--- src/rtl/mmio_fifo_regs.sv ---
// mmio_fifo_regs: MMIO register block with a device feature header, a 128-bit AFU ID,
// NUM_REGS 64-bit scratch registers and a 64-bit FIFO reached through one
// push/pop address.
//
// Ports:
//   clk, rst        clock; asynchronous active-high reset
//   mmio_wr_valid   write strobe (mmio_addr, mmio_wdata)
//   mmio_rd_valid   read strobe (mmio_addr, mmio_tid)
//   mmio_addr       16-bit DWORD address shared by reads and writes
//   mmio_tid        read transaction ID, echoed on the response
//   mmio_wdata      64-bit write data
//   rd_rsp_valid    one-cycle read response strobe, one cycle after mmio_rd_valid
//   rd_rsp_tid      echoed transaction ID
//   rd_rsp_data     64-bit read data
//
// Build option: define MMIO_FIFO_STATUS_EN to add a status register at FIFO_ADDR+2
// holding the FIFO count and sticky overflow/underflow flags (write 1 to clear).
// Without it that address is unmapped and the flags do not exist.

module mmio_fifo_regs #(
  parameter int unsigned    NUM_REGS   = 4,
  parameter int unsigned    FIFO_DEPTH = 16,
  parameter logic [15:0]    FIFO_ADDR  = 16'h0040,
  parameter logic [127:0]   AFU_ID     = 128'h0
) (
  input  logic        clk,
  input  logic        rst,
  input  logic        mmio_wr_valid,
  input  logic        mmio_rd_valid,
  input  logic [15:0] mmio_addr,
  input  logic [8:0]  mmio_tid,
  input  logic [63:0] mmio_wdata,
  output logic        rd_rsp_valid,
  output logic [8:0]  rd_rsp_tid,
  output logic [63:0] rd_rsp_data
);

  localparam int unsigned    AW          = $clog2(FIFO_DEPTH);
  localparam int unsigned    CW          = AW + 1;
  localparam logic [CW-1:0]  FULL_COUNT  = CW'(FIFO_DEPTH);
  localparam logic [15:0]    STATUS_ADDR = FIFO_ADDR + 16'd2;
  localparam logic [63:0]    DFH         = {4'b0001, 8'b0, 4'b0, 7'b0, 1'b1, 24'b0, 4'b0, 12'b0};

  logic [63:0]   r_regs [NUM_REGS];
  logic [63:0]   r_mem  [FIFO_DEPTH];
  logic [AW-1:0] r_wptr;
  logic [AW-1:0] r_rptr;
  logic [CW-1:0] r_count;

  logic          r_rsp_valid;
  logic [8:0]    r_rsp_tid;
  logic [63:0]   r_rsp_data;

  logic          w_fifo_wr;
  logic          w_fifo_rd;
  logic          w_empty;
  logic          w_full;
  logic          w_push;
  logic          w_pop;
  logic [63:0]   w_rd_data;

  assign w_fifo_wr = mmio_wr_valid && (mmio_addr == FIFO_ADDR);
  assign w_fifo_rd = mmio_rd_valid && (mmio_addr == FIFO_ADDR);
  assign w_empty   = (r_count == '0);
  assign w_full    = (r_count == FULL_COUNT);
  assign w_pop     = w_fifo_rd && !w_empty;
  // A pop in the same cycle frees the slot, so a push into a full FIFO still lands.
  assign w_push    = w_fifo_wr && (!w_full || w_pop);

`ifdef MMIO_FIFO_STATUS_EN
  logic r_ovf;
  logic r_unf;
  logic w_ovf_set;
  logic w_unf_set;
  logic w_stat_wr;

  assign w_ovf_set = w_fifo_wr && !w_push;
  assign w_unf_set = w_fifo_rd && w_empty;
  assign w_stat_wr = mmio_wr_valid && (mmio_addr == STATUS_ADDR);

  // A new event in the same cycle as a clear wins, so no event is lost.
  always_ff @(posedge clk or posedge rst) begin
    if (rst) begin
      r_ovf <= 1'b0;
      r_unf <= 1'b0;
    end else begin
      r_ovf <= (r_ovf && !(w_stat_wr && mmio_wdata[16])) || w_ovf_set;
      r_unf <= (r_unf && !(w_stat_wr && mmio_wdata[17])) || w_unf_set;
    end
  end
`endif

  // Read data is built from current state, so a same-cycle write is not visible.
  always_comb begin
    w_rd_data = '0;
    case (mmio_addr)
      16'h0000: w_rd_data = DFH;
      16'h0002: w_rd_data = AFU_ID[63:0];
      16'h0004: w_rd_data = AFU_ID[127:64];
      default:  w_rd_data = '0;
    endcase
    for (int i = 0; i < int'(NUM_REGS); i++) begin
      if (mmio_addr == 16'(32 + 2 * i)) w_rd_data = r_regs[i];
    end
    if (mmio_addr == FIFO_ADDR) w_rd_data = w_empty ? '0 : r_mem[r_rptr];
`ifdef MMIO_FIFO_STATUS_EN
    if (mmio_addr == STATUS_ADDR) w_rd_data = {46'b0, r_unf, r_ovf, 16'(r_count)};
`endif
  end

  always_ff @(posedge clk or posedge rst) begin
    if (rst) begin
      for (int i = 0; i < int'(NUM_REGS); i++) r_regs[i] <= '0;
    end else if (mmio_wr_valid) begin
      for (int i = 0; i < int'(NUM_REGS); i++) begin
        if (mmio_addr == 16'(32 + 2 * i)) r_regs[i] <= mmio_wdata;
      end
    end
  end

  // Storage needs no reset: clearing the pointers discards the contents.
  always_ff @(posedge clk) begin
    if (w_push) r_mem[r_wptr] <= mmio_wdata;
  end

  always_ff @(posedge clk or posedge rst) begin
    if (rst) begin
      r_wptr  <= '0;
      r_rptr  <= '0;
      r_count <= '0;
    end else begin
      if (w_push) r_wptr <= r_wptr + AW'(1);
      if (w_pop)  r_rptr <= r_rptr + AW'(1);
      case ({w_push, w_pop})
        2'b10:   r_count <= r_count + CW'(1);
        2'b01:   r_count <= r_count - CW'(1);
        default: r_count <= r_count;
      endcase
    end
  end

  always_ff @(posedge clk or posedge rst) begin
    if (rst) begin
      r_rsp_valid <= 1'b0;
      r_rsp_tid   <= '0;
      r_rsp_data  <= '0;
    end else begin
      r_rsp_valid <= mmio_rd_valid;
      if (mmio_rd_valid) begin
        r_rsp_tid  <= mmio_tid;
        r_rsp_data <= w_rd_data;
      end
    end
  end

  assign rd_rsp_valid = r_rsp_valid;
  assign rd_rsp_tid   = r_rsp_tid;
  assign rd_rsp_data  = r_rsp_data;

endmodule

--- config.mk ---
export PLATFORM = sky130hd
export DESIGN_NAME = mmio_fifo_regs
export DESIGN_NICKNAME = d
export VERILOG_FILES = /design/src/rtl/mmio_fifo_regs.sv
export SDC_FILE = /design/constraint.sdc
export NUM_CORES = 2
export LEC_CHECK = 0
export CAP_MARGIN = 20
export CORE_UTILIZATION = 55
export DETAILED_ROUTE_END_ITERATION = 10
export GPL_TIMING_DRIVEN = 1
export PLACE_DENSITY = 0.73
export SYNTH_ARGS = -nofsm -noshare
export SYNTH_HDL_FRONTEND = slang
export SYNTH_SLANG_ARGS = --single-unit
export TNS_END_PERCENT = 20
--- constraint.sdc ---
create_clock -name clk -period 20 [get_ports clk]
set_input_delay 2 -clock clk [delete_from_list [all_inputs] [get_ports clk]]
set_output_delay 2 -clock clk [all_outputs]
set_load 0.01 [all_outputs]
==> metrics.md <==
| Metric | Value |
|---|---|
| Placed Instances | around 4,000 |
| Yosys warnings | 0 |
| CP Launch Type | primary input |
| CTS tree | done |
| Crit-path max FO | 53 |
| Headroom to the max-slew limit | roughly 23% |
| Leakage power | 0.02163 uW |
| Row cnt | around 110 |
| Kind of critical path | primary input to register |
| Combinational share of power | between 1.5 and 2% |
| MaxCap Viol Count | 0 |
| Post-synth cell types | 63 |
| First drt pass iteration count | 6 |
| Worst slack, placed | about 14 ns |
| Clock skew | around 0.022 ns |
| Design area | 61,180 um2 |
| Async SR Flop Fraction | between 20% and 30% |
| Total Power | approximately 5700 uW |
| Status | completed |
| Count of final max-slew check failures | 0 |
| Clock tree buffer depth | 3 |
| Area growth, synth to finish | 14.69% |
| Final Cycle Share | about 28% |
| NumNets Final | 2,970 |
| PD cells | approximately 94 nW/um2 |
| Clk Latency, worst-skew pair | just over 0.7 ns |
| First-pass GRT wire length | 183,700 um |
| Final ANT Viol Nets | 0 |
| Worst-margin pin slew | approximately 1.2 ns |
| Worst path top cell family by delay | simple AND/OR/NAND/NOR gates |
| Syn Area/Cell | between 20 and 25 um2 |
| Vias in the first global route | just under 30,000 |
| Gp weighted congestion | 0.7993 |
| Crit path DAT | just under 6 ns |
| Hold-fix buffers, CTS | 0 |
| Initial cell density of the core | 55.82% |
| Final setup vio count | 0 |
| Total track usage | between 20% and 30% |
| Clk root buf | clkbuf_16 |
| Die W | roughly 310 um |
| Register area share after synthesis | about three quarters |
| Max Freq | 181.0 MHz |
| Delay of the slowest critical-path stage | about 0.81 ns |
| Largest net degree at the start of global routing | around 110 |
| DR vias/cell | between 6 and 7 |
| Post-route setup slack | 14.48 ns |
| Syn Nets | about 2,800 |
| Slowest CP cell | buf_4 |
| Share of cells above drive strength 1 | roughly 28% |
| DRT Wirelength | between 100,000 and 150,000 um |
| Flop pwr share | between 50% and 60% |
| Fillers | ~6,200 |
| Post-CTS Setup Inserts | 0 |
| Min-Delay Path Class | register to register |
| CTS resizes | 0 |
| GR Overflow Total | 0 |
| Ys flop type | edfxtp_1 |
| Die height | ~310 um |
| Port buffer count | 166 |
| WL/cell | 28.39 um |
| Req. time, crit path | just over 20 ns |
| Clock Power Share | 44.9% |
| Via Count | 27,425 |
| Detailed Place HPWL | about 65,000 um |
| Mapped Area | ~53,000 um2 |
| Post-Layout Cell Count | 4,250 |
| Internal | 4618 uW |
| Unrepaired setup endpoints after global routing | no |
| Core ar. | approximately 96,000 um2 |
| Setup TNS | 0 ns |
| Worst path cell trace | clkdlybuf4s50_1, or3_1, or2_0, nor4_2, nand3b_1, nor2_4, buf_4 |
| I/O Pins | roughly 170 |
| Worst setup EP type | register |
| Htree depth | 4 |
| EDFF count, synth | slightly above 1,000 |
| Initial antenna violation count | 1 |
| Min cycle time layout | 5.525 ns |
| Residual DRC | 0 |
| Sw frac | between 10% and 20% |
| Initial DRC count | between 2,000 and 3,000 |
| Post-placement cell area | 56,440 um2 |
| Sw Pwr | about 1100 uW |
| Final hold violation count | 0 |
| VDD IR max | 0.08980 mV |
| Post-Synthesis Cells | 2,665 |
| CTS sink cnt | roughly 1,400 |
| Crit path buf inv count | 2 |
| Yosys reg bits | roughly 1,400 |
| Clk slew on worst S/H paths | around 0.060 ns |
| Die area | 98,250 um2 |
| Num CTS Buffers | between 100 and 150 |
## flip-flops by register name, summed over array words and instances, names as in the netlist
signal        cells
r_count           5
r_regs          256
r_mem          1024
rd_rsp_tid        9
r_wptr            4
rd_rsp_valid      1
rd_rsp_data      64
r_rptr            4
## Yosys cell counts, types with 14 or more instances
cell / number / area [um2]
a211oi_1: 14 / 105.1
a21o_1: 19 / 142.6
a21oi_1: 48 / 240.2
a221oi_1: 19 / 166.4
a222oi_1: 48 / 480.5
a22o_1: 18 / 157.7
a22oi_1: 96 / 720.7
buf_1: 26 / 97.59
buf_2: 67 / 335.3
clkbuf_1: 64 / 240.2
dfrtp_1: 343 / 8583
edfxtp_1: 1024 / 30750
inv_1: 15 / 56.30
mux2_1: 31 / 349.1
mux2_2: 275 / 3097
mux2i_1: 14 / 140.1
mux4_2: 259 / 5833
nand2_1: 52 / 195.2
nor2_1: 30 / 112.6
nor3_1: 14 / 70.07
o21ai_0: 42 / 210.2
o22ai_1: 28 / 175.2
## routing by layer
| metal | vias up | track usage, % | routed length [um] |
|---|---|---|---|
| met3 | 217 | 3.721 | 7416 |
| met5 | - | 0 | 0 |
| met4 | 0 | 7.805 | 2931 |
| li1 | 11377 | - | - |
| met2 | 1150 | 42.37 | 61930 |
| met1 | 14681 | 33.92 | 48380 |
## cell families after synthesis
logic type	Yosys count	share of synthesized area (%)
simple gates	160	1.637
flops	1367	73.73
compound gates	351	4.808
mux	589	17.94
buf+inv	179	1.501
xor+xnor	10	0.1642
fa+ha+maj	9	0.2252
## final timing paths
kind / cells past startpoint / to / from / slack, ns
min reg2reg: 1 / rd_rsp_data[36]$_DFFE_PP0P_ / rd_rsp_data[36]$_DFFE_PP0P_ / 0.48
max: 7 / r_mem[9][29]$_DFFE_PP_ / mmio_addr[0] / 14.48
min in group asynchronous: 2 / r_regs[21]$_DFFE_PP0P_ / rst / 1.77
min: 1 / rd_rsp_data[36]$_DFFE_PP0P_ / rd_rsp_data[36]$_DFFE_PP0P_ / 0.48
max in group asynchronous: 3 / r_regs[214]$_DFFE_PP0P_ / rst / 16.63
max reg2reg: 8 / rd_rsp_data[49]$_DFFE_PP0P_ / r_rptr[0]$_DFFE_PP0P_ / 15.49
## per-stage QoR
step	hold WS (ns)	util, %
6_report	0.4762	64.02
3_3_place_gp	0.4644	59.02
4_1_cts	0.4810	63.83
5_1_grt	0.4974	64.01
2_1_floorplan	0.4541	-
3_5_place_dp	0.4682	59.05
## cell usage in the layout (no fill, tap or decap), drive strengths merged, types with 22 or more instances in the layout
| master | synthesis | layout |
|---|---|---|
| a222oi | 48 | 48 |
| clkdlybuf4s50 | 0 | 165 |
| nor2 | 30 | 30 |
| clkinv | 1 | 35 |
| inv | 15 | 22 |
| mux4 | 259 | 259 |
| a22oi | 96 | 96 |
| o22ai | 28 | 28 |
| dfrtp | 343 | 343 |
| clkbuf | 64 | 203 |
| mux2 | 316 | 316 |
| buf | 99 | 61 |
| a21oi | 48 | 48 |
| edfxtp | 1024 | 1024 |
| o21ai | 43 | 43 |
| nand2 | 54 | 54 |
## area by class of cell
cell class | instances | area [um2] | area share (%)
flip-flops and latches | 1367 | 39340 | 64.30
multi-input cells | 1119 | 13370 | 21.85
clock buffers | 203 | 3986 | 6.515
repair buffers | 226 | 2247 | 3.673
well taps | 1265 | 1583 | 2.587
clock inverters | 53 | 585.6 | 0.9571
inverters | 16 | 67.56 | 0.1104
diodes | 1 | 2.502 | 0.004090
## power by group through the flow
stage / Clock [uW] / Combinational [uW] / Sequential [uW]
after floorplan: 0 / 25.2 / 3120
after global placement: 0 / 96.1 / 3120
after detailed placement: 0 / 102 / 3120
after CTS: 2620 / 102 / 3060
after global routing: 2730 / 111 / 3060
final: 2580 / 102 / 3060
(Power assumes the default switching activity.)
